`config.mk`:
```
export PLATFORM = sky130hd
export DESIGN_NAME = output_port_arbiter
export DESIGN_NICKNAME = d
export VERILOG_FILES = /design/src/rtl/noc_pkg.sv /design/src/rtl/rr_arbiter.sv /design/src/rtl/output_port_arbiter.sv
export SDC_FILE = /design/constraint.sdc
export NUM_CORES = 1
export LEC_CHECK = 0
export ABC_AREA = 1
export BUFFER_PORTS_ARGS = -buffer_cell sky130_fd_sc_hd__buf_2
export CORE_MARGIN = 2
export CORE_UTILIZATION = 40
export DETAILED_ROUTE_END_ITERATION = 16
export PLACE_DENSITY = 0.67
export SKIP_LAST_GASP = 1
export SLEW_MARGIN = 30
export SYNTH_ARGS = -nofsm -noshare
export SYNTH_HDL_FRONTEND = slang
export SYNTH_HIERARCHICAL = 1
export SYNTH_SLANG_ARGS = --single-unit
```
`constraint.sdc`:
```
create_clock -name clk -period 4.4 [get_ports clk]
set_clock_uncertainty 0.15 [all_clocks]
set_input_delay 0.22 -clock clk [delete_from_list [all_inputs] [get_ports clk]]
set_output_delay 0.22 -clock clk [all_outputs]
set_load 0.01 [all_outputs]
```
`src/rtl/noc_pkg.sv`:
```
// Shared NoC definitions: flit type encodings, input port indices,
// default flit width and output-arbiter FSM states.
package noc_pkg;

  localparam int FLIT_W_DEF = 8;

  localparam int PORT_L = 0;
  localparam int PORT_E = 1;
  localparam int PORT_W = 2;
  localparam int PORT_S = 3;
  localparam int PORT_N = 4;

  typedef enum logic [1:0] {
    FT_BODY   = 2'b00,
    FT_TAIL   = 2'b01,
    FT_HDR    = 2'b10,
    FT_SINGLE = 2'b11
  } flit_type_e;

  typedef enum logic {
    ST_IDLE   = 1'b0,
    ST_LOCKED = 1'b1
  } arb_state_e;

  // A flit may open a new packet when it is a header or a single-flit packet.
  function automatic logic starts_packet(input logic [1:0] ftype);
    return (ftype == FT_HDR) || (ftype == FT_SINGLE);
  endfunction

endpackage

```
`src/rtl/rr_arbiter.sv`:
```
// Rotating-priority selector: returns the first request at or after ptr,
// wrapping from N-1 back to 0, as both a one-hot vector and an index.
module rr_arbiter #(
  parameter int N     = 5,
  parameter int IDX_W = (N > 1) ? $clog2(N) : 1
) (
  input  logic [N-1:0]     req,
  input  logic [IDX_W-1:0] ptr,
  output logic [N-1:0]     gnt,
  output logic [IDX_W-1:0] idx,
  output logic             valid
);

  // Scan the N positions starting at ptr and keep only the first hit.
  always_comb begin
    int p;
    gnt   = '0;
    idx   = '0;
    valid = 1'b0;
    p     = 0;
    for (int k = 0; k < N; k++) begin
      p = int'(ptr) + k;
      if (p >= N) p = p - N;
      if (!valid && req[p]) begin
        valid  = 1'b1;
        gnt[p] = 1'b1;
        idx    = IDX_W'(p);
      end
    end
  end

endmodule

```
`src/rtl/output_port_arbiter.sv`:
```
// Output port arbiter for a wormhole NoC router. Grants whole packets:
// a header locks the output to its input until the tail passes, single-flit
// packets are granted without locking. The granted flit is registered into
// a one-deep output stage that sustains one flit per cycle.
// Optional feature: define ARB_LOCK_TIMEOUT_EN to release a lock after
// LOCK_TIMEOUT consecutive idle cycles (lock_timeout pulses when it fires).
module output_port_arbiter
  import noc_pkg::*;
#(
  parameter int NUM_PORTS    = 5,
  parameter int FLIT_W       = FLIT_W_DEF,
  parameter int LOCK_TIMEOUT = 16
) (
  input  logic                        clk,
  input  logic                        reset_n,
  input  logic [NUM_PORTS-1:0]        req,
  input  logic [NUM_PORTS*FLIT_W-1:0] flit_in,
  output logic [NUM_PORTS-1:0]        grant,
  output logic [FLIT_W-1:0]           flit_out,
  output logic                        out_valid,
  input  logic                        out_ready,
  output logic                        orphan_err,
  output logic                        lock_timeout
);

  localparam int IDX_W = (NUM_PORTS > 1) ? $clog2(NUM_PORTS) : 1;

  arb_state_e         state, state_nx;
  logic [IDX_W-1:0]   owner, owner_nx;
  logic [IDX_W-1:0]   rr_ptr, rr_ptr_nx;

  logic [NUM_PORTS-1:0] eligible;
  logic [NUM_PORTS-1:0] orphan_cand;
  logic [NUM_PORTS-1:0] win_onehot;
  logic [IDX_W-1:0]     win_idx;
  logic                 win_valid;

  logic [FLIT_W-1:0] win_flit;
  logic [FLIT_W-1:0] owner_flit;
  logic [FLIT_W-1:0] sel_flit;
  logic              do_grant;
  logic              acc;
  logic              tmo;

`ifdef ARB_LOCK_TIMEOUT_EN
  localparam int CNT_W = $clog2(LOCK_TIMEOUT + 1);
  logic [CNT_W-1:0] idle_cnt, idle_cnt_nx;
`endif

  // Split requests into packet openers and stray body/tail flits.
  always_comb begin
    eligible    = '0;
    orphan_cand = '0;
    for (int i = 0; i < NUM_PORTS; i++) begin
      if (starts_packet(flit_in[i*FLIT_W + FLIT_W - 2 +: 2]))
        eligible[i] = req[i];
      else
        orphan_cand[i] = req[i];
    end
  end

  rr_arbiter #(
    .N     (NUM_PORTS),
    .IDX_W (IDX_W)
  ) u_rr (
    .req   (eligible),
    .ptr   (rr_ptr),
    .gnt   (win_onehot),
    .idx   (win_idx),
    .valid (win_valid)
  );

  assign acc        = !out_valid || out_ready;
  assign win_flit   = flit_in[win_idx*FLIT_W +: FLIT_W];
  assign owner_flit = flit_in[owner*FLIT_W +: FLIT_W];

  // Next-state, grant and error decisions; all pulses forced low in reset.
  always_comb begin
    state_nx  = state;
    owner_nx  = owner;
    rr_ptr_nx = rr_ptr;
    grant     = '0;
    sel_flit  = '0;
    do_grant  = 1'b0;
    orphan_err = 1'b0;
    tmo       = 1'b0;
`ifdef ARB_LOCK_TIMEOUT_EN
    idle_cnt_nx = idle_cnt;
`endif
    case (state)
      ST_IDLE: begin
`ifdef ARB_LOCK_TIMEOUT_EN
        idle_cnt_nx = '0;
`endif
        if (win_valid && acc) begin
          grant    = win_onehot;
          do_grant = 1'b1;
          sel_flit = win_flit;
          if (win_idx == IDX_W'(NUM_PORTS - 1))
            rr_ptr_nx = '0;
          else
            rr_ptr_nx = win_idx + 1'b1;
          if (win_flit[FLIT_W-1 -: 2] == FT_HDR) begin
            state_nx = ST_LOCKED;
            owner_nx = win_idx;
          end
        end else if (!win_valid && (|orphan_cand)) begin
          orphan_err = 1'b1;
        end
      end
      ST_LOCKED: begin
        if (req[owner] && acc) begin
          grant[owner] = 1'b1;
          do_grant     = 1'b1;
          sel_flit     = owner_flit;
          if (owner_flit[FLIT_W-1 -: 2] == FT_TAIL)
            state_nx = ST_IDLE;
`ifdef ARB_LOCK_TIMEOUT_EN
          idle_cnt_nx = '0;
        end else if (idle_cnt == CNT_W'(LOCK_TIMEOUT - 1)) begin
          tmo         = 1'b1;
          state_nx    = ST_IDLE;
          idle_cnt_nx = '0;
        end else begin
          idle_cnt_nx = idle_cnt + 1'b1;
`endif
        end
      end
      default: state_nx = ST_IDLE;
    endcase
    if (!reset_n) begin
      grant      = '0;
      do_grant   = 1'b0;
      orphan_err = 1'b0;
      tmo        = 1'b0;
    end
  end

`ifdef ARB_LOCK_TIMEOUT_EN
  assign lock_timeout = tmo;
`else
  assign lock_timeout = 1'b0;
`endif

  // Arbitration state: FSM, lock owner, round-robin pointer.
  always_ff @(posedge clk) begin
    if (!reset_n) begin
      state  <= ST_IDLE;
      owner  <= IDX_W'(PORT_L);
      rr_ptr <= '0;
    end else begin
      state  <= state_nx;
      owner  <= owner_nx;
      rr_ptr <= rr_ptr_nx;
    end
  end

`ifdef ARB_LOCK_TIMEOUT_EN
  // Idle-cycle counter that bounds how long a silent owner may hold the lock.
  always_ff @(posedge clk) begin
    if (!reset_n) idle_cnt <= '0;
    else          idle_cnt <= idle_cnt_nx;
  end
`endif

  // One-deep output stage: load on grant, drain when downstream accepts.
  always_ff @(posedge clk) begin
    if (!reset_n) begin
      flit_out  <= '0;
      out_valid <= 1'b0;
    end else if (do_grant) begin
      flit_out  <= sel_flit;
      out_valid <= 1'b1;
    end else if (out_ready) begin
      out_valid <= 1'b0;
    end
  end

  // tmo is only consumed when the timeout feature is built in.
  logic unused_tmo;
  assign unused_tmo = tmo ^ (LOCK_TIMEOUT < 0);

endmodule

```
==> results.md, run 1 <==
Clock network:
- The number of H-tree branching levels is 1.
- The maximum buffer depth of the clock tree is 2.
- The clock reaches the later pin of the worst-skew pair after 0.26 ns.
- CTS saw 16 sinks.
- TritonCTS built the clock tree.
- Clock-pin slew was measured on the worst setup and hold paths at 0.07 ns.
- The clock buffer count from CTS is 3.
- CTS placed an instance of sky130_fd_sc_hd__clkbuf_8 at the clock tree root.

Synthesis:
- The share of synthesized registers carrying an async set or reset is 0%.
- The number of flops mapped to enable cells by yosys is 0.
- The share of the Yosys chip area taken by registers is 9.00%.
- In this run, distinct cell masters in the synthesized netlist total 38.
- Dividing the synthesized area by the synthesized cell count gives 5.26 µm².
- By count the netlist is led by sky130_fd_sc_hd__nand2_1 (238), sky130_fd_sc_hd__nand3_1 (109), sky130_fd_sc_hd__nor2_1 (85).
- After synthesis the netlist holds a flip-flop and latch count of 16.
- Counting every instance in the synthesized netlist gives 677.
- The predominant post-synthesis flop cell is sky130_fd_sc_hd__dfxtp_1.
- sky130_fd_sc_hd__nand2_1 is the most common cell in the netlist.
- The net count after synthesis is 743.
- The library cell occupying the most area in the post-synthesis netlist is sky130_fd_sc_hd__nand2_1.
- By area the synthesized netlist is led by sky130_fd_sc_hd__nand2_1 (25%), sky130_fd_sc_hd__nand3_1 (15%), sky130_fd_sc_hd__dfxtp_1 (9.0%).
- The Yosys step of the flow raised 6 warnings.
- The post-synthesis cell area is 0.00356 mm².
- The area fraction of the dominant cell type after synthesis is 25.1%.

Timing:
- The final period demand of the worst path is 4.00 ns.
- The summed negative setup slack over all endpoints is 0 ns.
- The number of failing hold endpoints at the final stage is 0.
- Setup repair after global routing left no endpoint under its margin.
- At the pin with the least slew margin, the transition time is 0.940 ns.
- The relative slew slack is 37.3%.
- The maximum frequency from static timing analysis is 250 MHz.
- The max-slew violation count is 0.
- The portion of the clock cycle consumed by the worst path in the final layout is 91.0%.
- The count of final setup violators is 0.

Finish:
- The total area of sequential cells is 320 µm².
- The proportion of layout cells with a drive suffix above 1 is 20.2%.
- The total area of multi-input combinational cells is 0.00279 mm².
- The number of fill cells is 976.
- 0 antenna diodes ended up in the layout.
- At the end of the flow, the number of nets in the layout was 798.
- The area growth from synthesis to layout is 12.7%.

Worst setup path:
- Of all nets on the critical path, the largest fanout is 14.
- At the worst endpoint, the required time is 4.03 ns.
- At the worst endpoint, the arrival time is 3.63 ns.
- STA classifies the critical path startpoint as a flop.
- The worst setup path is captured at an output pin.
- The worst setup path is of the reg -> out kind.

Floorplanning:
- The initialized floorplan defines 34 standard-cell rows.
- The die height is 98.3 µm.
- The number of top-level pins is 64.
- The die covers 0.00967 mm².
- The die is 98.3 µm wide.
- The core area is 0.00868 mm².
- The effective utilization at floorplan is 41.0%.

GRT:
- Entering global routing, the biggest net connects 25 pins.
- The overall global routing resource usage is 23.5%.
- The number of antenna violations at the first check in global routing is 0.
- The number of global-route vias before repair is 4321.
- Global routing finished with a remaining overflow of 0.
- The first global-routing pass estimated 19.0 mm of wire.

Route:
- The final layout contains routed wiring with a total length of 11.5 mm.
- The count of nets left with antenna violations once routing finished came out at 0.
- The routed layout has 4449 vias.
- In the routed layout, each cell is associated on average with a via count of 5.30.
- The first routing iteration left 271 violations.
- In the routed design, unresolved DRC markers number 0.
- The average detailed-routed wire length per instance is 13.7 µm.
- Before antenna repair, the detailed router went through 5 iterations.

Status:
- The flow ran to the end, and the final reports show no timing, DRC or antenna violations.

Place:
- The count of buffers added on input and output ports is 62.
- The placed wire-length estimate after detailed placement is 9.06 mm.
- The routability congestion estimate from global placement is 0.986.

Hold path:
- The path category of the worst min-delay check is in -> reg.

Run:
- The number of maximum-capacitance violations is 0.
## state kept, by name (all words and copies together), names as in the netlist
register   cells
flit_out       8
owner          3
rr_ptr         3
out_valid      1
state          1
## cells in the final DEF, fill, tap and decap left out, drive strengths merged, types with 9 or more instances in the layout
master,Yosys,routed
nand3,126,126
ha,17,17
nand2,257,257
o21ai,16,16
dfxtp,16,16
buf,19,72
nor2,95,95
nand4,9,9
inv,81,81
a21oi,17,17
## timing repair
action | CTS | global route
buffers inserted | 0 | 3
hold endpoints to repair | 0 | 0
endpoints found under the setup margin | 0 | 19
resized for setup | 0 | 3
hold buffers | 0 | 0
## through the flow
| step | hold WS (ns) | util [%] | std cells | cell area [µm²] | setup WS [ns] |
|---|---|---|---|---|---|
| finish | 0.172 | 46.2 | 839 | 4010 | 0.395 |
| global route | 0.199 | 46.2 | 839 | 4010 | 0.0355 |
| CTS | 0.177 | 45.6 | 836 | 3960 | 0.121 |
| detailed placement | 0.391 | 45.0 | 832 | 3910 | 0.139 |
| global placement | 0.387 | 45.0 | 832 | 3910 | 0.212 |
| floorplan | 0.196 | - | 677 | 3560 | 0.760 |
## path summary, 6_finish.rpt
path / start / end / slack, ns / cells past startpoint
min reg2reg: flit_out[1] / flit_out[1] / 0.40 / 4
max: rr_ptr[1] / grant[0] / 0.40 / 16
min: reset_n / owner[1] / 0.17 / 3
max reg2reg: rr_ptr[1] / owner[2] / 0.40 / 24
## layout make-up
class / count / area share (%)
well taps: 108 / 3.37
flip-flops and latches: 16 / 7.99
repair buffers: 72 / 9.93
inverters: 83 / 7.87
multi-input cells: 556 / 69.5
clock buffers: 4 / 1.37
## per-layer routing
layer / GRT usage, % / up-vias / wire length (µm)
met1: 26.1 / 1989 / 4590
met4: 13.8 / 0 / 596
met2: 42.6 / 161 / 5700
met5: 0 / - / 0
met3: 2.79 / 43 / 591
li1: - / 2256 / -
## critical path: stages (launching register included)
cell,delay (ns)
sky130_fd_sc_hd__dfxtp_1,0.33
sky130_fd_sc_hd__inv_1,0.16
sky130_fd_sc_hd__ha_1,0.25
sky130_fd_sc_hd__ha_1,0.37
sky130_fd_sc_hd__nand2_1,0.19
sky130_fd_sc_hd__nand3_4,0.12
sky130_fd_sc_hd__a21oi_2,0.26
sky130_fd_sc_hd__nor2_1,0.11
sky130_fd_sc_hd__nand3_1,0.11
sky130_fd_sc_hd__nand2_1,0.07
sky130_fd_sc_hd__nor2_2,0.17
sky130_fd_sc_hd__or3_1,0.21
sky130_fd_sc_hd__nand2_1,0.10
sky130_fd_sc_hd__nor2_2,0.41
sky130_fd_sc_hd__nand2_1,0.09
sky130_fd_sc_hd__a21oi_1,0.24
sky130_fd_sc_hd__buf_2,0.18
## kinds of logic (layout without fill, tap and decap cells)
family                     Yosys count  in the layout  share of synthesized area, %
AOI/OAI and AO/OA                   39             39                          6.54
xor gates and xnor gates             2              2                         0.492
adders and majority gates           18             18                          6.54
buffers and inverters              105            159                          13.0
DFF                                 16             16                          9.00
other                                1              1                         0.105
and+or+nand+nor                    496            496                          64.3
Power of run 1 is left out: the tool's default activity adds up to more than one toggle a clock period on the data nets, which glitch-free logic cannot reach.
==> inputs of run 2 (changes only) <==
- clock period: 4.4 -> 3.9 ns (I/O delays scaled with it)
==> run 2 against run 1 <==
- sequential cell count unchanged
- die area unchanged
- final area rose by 2.3%
- setup slack worse by 0.16 ns
- critical endpoint is now grant[1]
- first-iteration DRC count shrank 34%
- highest routed layer unchanged
==> results.md, run 2 (synthesized netlist as in run 1, its figures left out) <==
Route:
- The routed via count is 4426.
- The highest layer used for signal routing is met4.
- In the final routing, the length of wire on met1 measures 4.72 mm.
- The number of remaining DRC errors is 0.
- The via density per instance is 5.23.
- The final layout contains routed wiring with a total length of 11.9 mm.
- The routed length on met3 is 594 µm.
- The first-pass iteration count of the detailed router is 5.
- In this run, the number of DRC markers left after iteration 0 of detailed routing was 180.
- After detailed routing, the average wire length per cell comes to 14.1 µm.
- The routed design uses 6.05 mm of met2 wire.
- In this run the remaining antenna-violating nets after routing total 0.

Worst setup path:
- The worst setup path is launched from a flop.
- The number of cells on the worst reg-to-reg path is 26.
- The worst path required time is 3.56 ns.
- The setup slack of the worst register-to-register path is 0.30 ns.
- Data arrives at the worst endpoint at 3.32 ns.
- The critical register-to-register path startpoint is rr_ptr[1].
- The type of the worst setup path is reg -> out.
- Along the worst path, the maximum fanout reaches 13.
- The endpoint identified for the worst register-to-register timing path is flit_out[3].
- The endpoint kind of the worst setup timing path is an output pin.

Clock network:
- Clock latency on the worst-skew pair, taken at its later pin, is 0.24 ns.
- The number of clock buffers added by TritonCTS is 3.
- The number of H-tree branching levels is 1.
- The clock tree from TritonCTS is yes.
- CTS placed an instance of sky130_fd_sc_hd__clkbuf_8 at the clock tree root.
- The clock slew seen by the registers of the worst setup and hold paths is 0.06 ns.
- The longest clock path from root to sink contains 2 buffers.
- The clock net sink count is 16.

Timing:
- Final hold analysis gives a worst-case slack of 0.173 ns.
- The portion of the clock cycle consumed by the worst path in the final layout is 94.0%.
- Setup slack on the critical path of the routed design comes to 0.234 ns.
- The number of failing hold endpoints at the final stage is 0.
- The max-slew violation count is 0.
- The final period demand of the worst path is 3.67 ns.
- Derived from the worst setup path, the maximum achievable clock frequency is 273 MHz.
- The count of final setup violators is 0.

Finish:
- Summing all non-filler instances in the final layout gives an area of 0.00410 mm².
- The proportion of layout cells with a drive suffix above 1 is 22.6%.
- Leaving out fill and tap cells, the most frequent cell in the layout is sky130_fd_sc_hd__nand2_1.
- The number of flip-flops under the largest register name is 8.
- Counting flops per register, the top entry is flit_out.
- The largest registers in the layout are flit_out x8, owner x3, rr_ptr x3.
- The final layout net count is 807.
- After the flow finishes, the layout carries non-filler instances totaling 847.
- The total area of sequential cells is 320 µm².
- Relative to the synthesized area, the layout overhead comes to 15.2%.
- Summing all multi-input logic gate instances after layout gives 0.00283 mm².
- 0 antenna diodes ended up in the layout.
- In the layout the commonest cells are sky130_fd_sc_hd__nand2_1 (237), sky130_fd_sc_hd__nand3_1 (106), sky130_fd_sc_hd__nor2_1 (82).
- The number of fill cells is 983.

Place:
- The wire-length estimate of the detail-placed layout is 9.60 mm.
- The port buffer count is 62.
- The number of instances in the placed design is 842.
- The placed instances occupy a cell area of 0.00398 mm².
- The minimum setup slack after placement is 0.116 ns.
- Routability-driven placement finished with a final weighted congestion of 0.988.

Hold path:
- The tightest min-delay check is of the in -> reg type.
- The launch point of the worst hold path is reset_n.
- Counting instances, the worst hold path has a depth of 3.
- For hold timing, the worst endpoint is owner[0].

Floorplanning:
- The floorplan step set the die width to 98.3 µm.
- The core area is 0.00868 mm².
- The effective utilization at floorplan is 41.0%.
- Measured along the y axis, the die boundary spans 98.3 µm.
- The number of top-level pins is 64.
- The die covers 0.00967 mm².
- After floorplanning, the core was divided into 34 placement rows.

GRT:
- Global routing used 23.8% of the available tracks across all layers.
- The first global-routing pass estimated 19.1 mm of wire.
- The largest net degree at the start of global routing is 24.
- Summed over all layers, the global routing overflow is 0.
- The number of global-route vias before repair is 4173.
- The number of antenna violations at the first check in global routing came to 0.

Run:
- The number of maximum-capacitance violations is 0.

Status:
- The flow ran to the end, and the final reports show no timing, DRC or antenna violations.
## run 2: cell types whose count changed in the layout (fill, tap and decap cells not counted), sizes merged
cell / change
buf: +9
clkbuf: -1
## run 2: per-stage QoR
stage                     utilization (%)  setup TNS, ns
final                                47.2              0
after global routing                 47.2        -0.0127
after CTS                            46.4              0
after detailed placement             45.9              0
after global placement               45.9              0
after floorplan                         -              0
## run 2: area by class of cell
class	count	area share [%]
inverter	83	7.75
timing repair buffer	81	11.1
clock buffer	3	1.01
tap	108	3.30
multi-input combinational	556	69.0
sequential	16	7.81
## run 2: routing by layer
metal	vias to the layer above	global-route usage [%]
met4	0	11.2
met3	36	2.29
met1	1963	26.4
met5	-	0
li1	2270	-
met2	157	45.2
## run 2: worst max-delay path, stage by stage, from the launching register on
cell                      delay, ns
sky130_fd_sc_hd__dfxtp_1       0.33
sky130_fd_sc_hd__inv_1         0.12
sky130_fd_sc_hd__ha_1          0.23
sky130_fd_sc_hd__ha_2          0.41
sky130_fd_sc_hd__inv_2         0.09
sky130_fd_sc_hd__nor2_2        0.15
sky130_fd_sc_hd__a21oi_2       0.11
sky130_fd_sc_hd__nor2_2        0.17
sky130_fd_sc_hd__nand2_1       0.07
sky130_fd_sc_hd__nor2_1        0.16
sky130_fd_sc_hd__nor2_4        0.08
sky130_fd_sc_hd__or3_4         0.41
sky130_fd_sc_hd__nand2_1       0.10
sky130_fd_sc_hd__nor2_1        0.05
sky130_fd_sc_hd__buf_4         0.20
sky130_fd_sc_hd__nand2_1       0.07
sky130_fd_sc_hd__o21a_1        0.14
sky130_fd_sc_hd__nor2_1        0.05
sky130_fd_sc_hd__buf_2         0.14
## run 2: worst max path at each step
stage / from / to / slack [ns]
after floorplan: rr_ptr[1] / rr_ptr[0] / 0.26
after global placement: rr_ptr[1] / rr_ptr[0] / 0.19
after detailed placement: rr_ptr[1] / rr_ptr[2] / 0.12
after CTS: rr_ptr[1] / grant[4] / 0.09
after global routing: rr_ptr[1] / flit_out[3] / -0.01
final: rr_ptr[1] / grant[1] / 0.23
## run 2: timing repair
| item | CTS | global route |
|---|---|---|
| resized for setup | 0 | 17 |
| setup buffers | 0 | 2 |
| hold buffers | 0 | 0 |
| setup endpoints to repair | 0 | 18 |
Power of run 2 is left out for the same reason.
==> inputs of run 3 (changes only) <==
- CORE_MARGIN: 2 -> not set
- SETUP_SLACK_MARGIN: not set -> 0.15
==> run 3 against run 2 <==
- wire length fell by 0.24%
- sequential share of layout area fell by 0.19 points
- die area fell by 4.0%
- clock-buffer cell count rose by 1
- non-clock buffer count rose by 5
- core utilization rose by 1.3 points
- sequential cell count did not move
- global-route usage rose by 2.1 points
- final area rose by 2.8%
- setup slack improved by 0.078 ns
- via count rose by 2.2%
- register-to-register slack improved by 0.04 ns
- critical path type unchanged
- critical endpoint unchanged
- largest cell class unchanged
- highest routed layer unchanged
==> results.md, run 3 (synthesized netlist as in run 1, its figures left out) <==
Run:
- The number of maximum-capacitance violations is 0.

Timing:
- The summed negative setup slack over all endpoints is 0 ns.
- Setup repair after global routing could not meet its margin everywhere.
- Across all setup checks in the final design, the least slack found is 0.312 ns.
- After layout, the minimum clock period comes to 3.59 ns.
- Derived from the worst setup path, the maximum achievable clock frequency is 279 MHz.
- The number of failing hold endpoints at the final stage was 0.
- The final critical path takes up 92.0% of the cycle.
- The max-slew violation count is 0.
- The count of final setup violators is 0.

Finish:
- The non-filler instance count after layout is 853.
- The utilization of the core after routing is 48.6%.
- The count of inserted antenna diode cells is 0.
- The register with the most flip-flops in the final layout is flit_out.
- The area growth from synthesis to layout is 18.5%.
- The largest registers in the layout are flit_out x8, owner x3, rr_ptr x3.
- Counting the fill cells in the layout gives 954.
- The number of flip-flops under the largest register name is 8.
- In the layout the commonest cells are sky130_fd_sc_hd__nand2_1 (235), sky130_fd_sc_hd__nand3_1 (106), sky130_fd_sc_hd__nor2_1 (79).
- The most frequent standard cell in the layout excluding fill and tap cells is sky130_fd_sc_hd__nand2_1.
- For this run, the post-layout net count is 812.
- The proportion of layout cells with a drive suffix above 1 is 24.6%.

Route:
- The first-pass iteration count of the detailed router is 5.
- The post-detailed-route count of antenna-violating nets is 0.
- After detailed routing, the total wire length is 11.9 mm.
- After the first detailed-routing iteration, the DRC count stood at 311.
- The routed via count is 4523.
- The number of remaining DRC errors is 0.
- After detailed routing, the number of vias per cell comes to 5.30.
- The average detailed-routed wire length per instance is 14.0 µm.

Worst setup path:
- The setup slack of the worst register-to-register path is 0.34 ns.
- The depth of the worst register-to-register path is 19.
- The element type at the critical path start is a flop.
- The worst path required time is 3.56 ns.
- The worst register-to-register path begins at rr_ptr[2].
- The worst setup path is captured at an output pin.
- The type of the worst setup path is reg -> out.
- The signal arrival time at the worst endpoint is 3.24 ns.
- Of all nets on the critical path, the largest fanout is 7.
- The endpoint of the worst-slack reg-to-reg timing path is owner[1].

Place:
- The minimum setup slack after placement is 0.101 ns.
- Including well taps, the total number of placed cells is 843.
- The port buffer count is 62.
- Routability-driven placement finished with a final weighted congestion of 1.02.
- The placed wire-length estimate after detailed placement is 9.39 mm.

Clock network:
- In this run the number of H-tree levels came out at 1.
- Clock tree synthesis found a total of 16 sinks.
- After clock tree synthesis, the clock-pin slew on the worst setup and hold paths is 0.07 ns.
- The clock insertion delay at the later pin of the skew report is 0.25 ns.
- Buffers inserted to repair hold after CTS numbered 0.
- The cell at the root of the clock tree is sky130_fd_sc_hd__clkbuf_8.
- The longest clock path from root to sink contains 2 buffers.
- Clock tree synthesis inserted a total of 3 buffers.
- TritonCTS built the clock tree.

Floorplanning:
- The die area is 0.00928 mm².
- The core area is 0.00868 mm².
- The number of top-level pins is 64.
- The effective utilization at floorplan is 41.0%.
- The width of the chip is 96.3 µm.
- The row count is 34.
- From bottom edge to top edge, the die measures 96.3 µm.

Status:
- The run finished with clean final reports.

Hold path:
- The number of stages on the worst hold path is 3.
- In this run the worst hold path is classified as in -> reg.
- In this run the most critical hold path is launched from reset_n.
- The worst hold path terminates at out_valid.

GRT:
- The overall global routing resource usage is 26.0%.
- The number of antenna violations at the first check in global routing is 0.
- The leftover overflow at the end of global routing is 0.
- The number of global-route vias before repair is 4091.
- Entering global routing, the biggest net connects 24 pins.
- The wire length of the first global-routing pass is 18.8 mm.
## run 3: changes by cell type in the layout (fill, tap and decap cells not counted), moves of 2 or more
cell,previous run,this run
sky130_fd_sc_hd__nor2_2,8,11
sky130_fd_sc_hd__inv_1,64,61
sky130_fd_sc_hd__buf_4,18,20
sky130_fd_sc_hd__nor2_1,82,79
sky130_fd_sc_hd__nand2_1,237,235
sky130_fd_sc_hd__nand2_2,17,19
sky130_fd_sc_hd__inv_2,16,18
sky130_fd_sc_hd__buf_12,0,2
## run 3: critical path, cell delays in order, from the launching register on
cell	delay [ns]
sky130_fd_sc_hd__dfxtp_1	0.36
sky130_fd_sc_hd__inv_2	0.08
sky130_fd_sc_hd__ha_1	0.23
sky130_fd_sc_hd__ha_2	0.41
sky130_fd_sc_hd__inv_2	0.08
sky130_fd_sc_hd__nor2_1	0.17
sky130_fd_sc_hd__a21oi_2	0.13
sky130_fd_sc_hd__nor2_2	0.19
sky130_fd_sc_hd__nand2_1	0.07
sky130_fd_sc_hd__nor2_1	0.14
sky130_fd_sc_hd__nor2_2	0.08
sky130_fd_sc_hd__or3_1	0.42
sky130_fd_sc_hd__nand2_1	0.16
sky130_fd_sc_hd__nor2_4	0.07
sky130_fd_sc_hd__nand2_1	0.09
sky130_fd_sc_hd__o21a_1	0.13
sky130_fd_sc_hd__nor2_1	0.04
sky130_fd_sc_hd__buf_2	0.14
## run 3: layout make-up
type                            count  area (µm²)  area share (%)
Multi-Input combinational cell    556        2860            67.8
Timing Repair Buffer               86         523            12.4
Sequential cell                    16         322            7.63
Inverter                           83         322            7.63
Tap cell                          108         135            3.20
Clock buffer                        4        55.1            1.31
## run 3: worst max path at each step
stage                  end      start
6_report          grant[1]  rr_ptr[0]
5_1_grt        flit_out[6]  rr_ptr[2]
4_1_cts           owner[1]  rr_ptr[0]
3_5_place_dp   flit_out[3]  rr_ptr[0]
3_3_place_gp   flit_out[3]  rr_ptr[1]
2_1_floorplan    rr_ptr[0]  rr_ptr[1]
## run 3: metal layers
| layer | GRT usage (%) | share of wire (%) |
|---|---|---|
| met4 | 13.0 | 4.2 |
| met2 | 47.0 | 50 |
| met1 | 30.1 | 41 |
| met5 | 0 | 0 |
| met3 | 2.69 | 4.5 |
## run 3: through the flow
stage | cell area [µm²] | hold slack [ns]
after floorplan | 3560 | 0.171
after global placement | 3990 | 0.382
after detailed placement | 3990 | 0.392
after CTS | 4050 | 0.153
after global routing | 4220 | 0.162
final | 4220 | 0.157
## run 3: what timing repair did
action,in CTS,in global routing
pin swaps,0,6
endpoints found under the setup margin,13,20
buffers inserted,0,6
cloned,0,0
resized for setup,3,33
Power of run 3 is left out for the same reason.
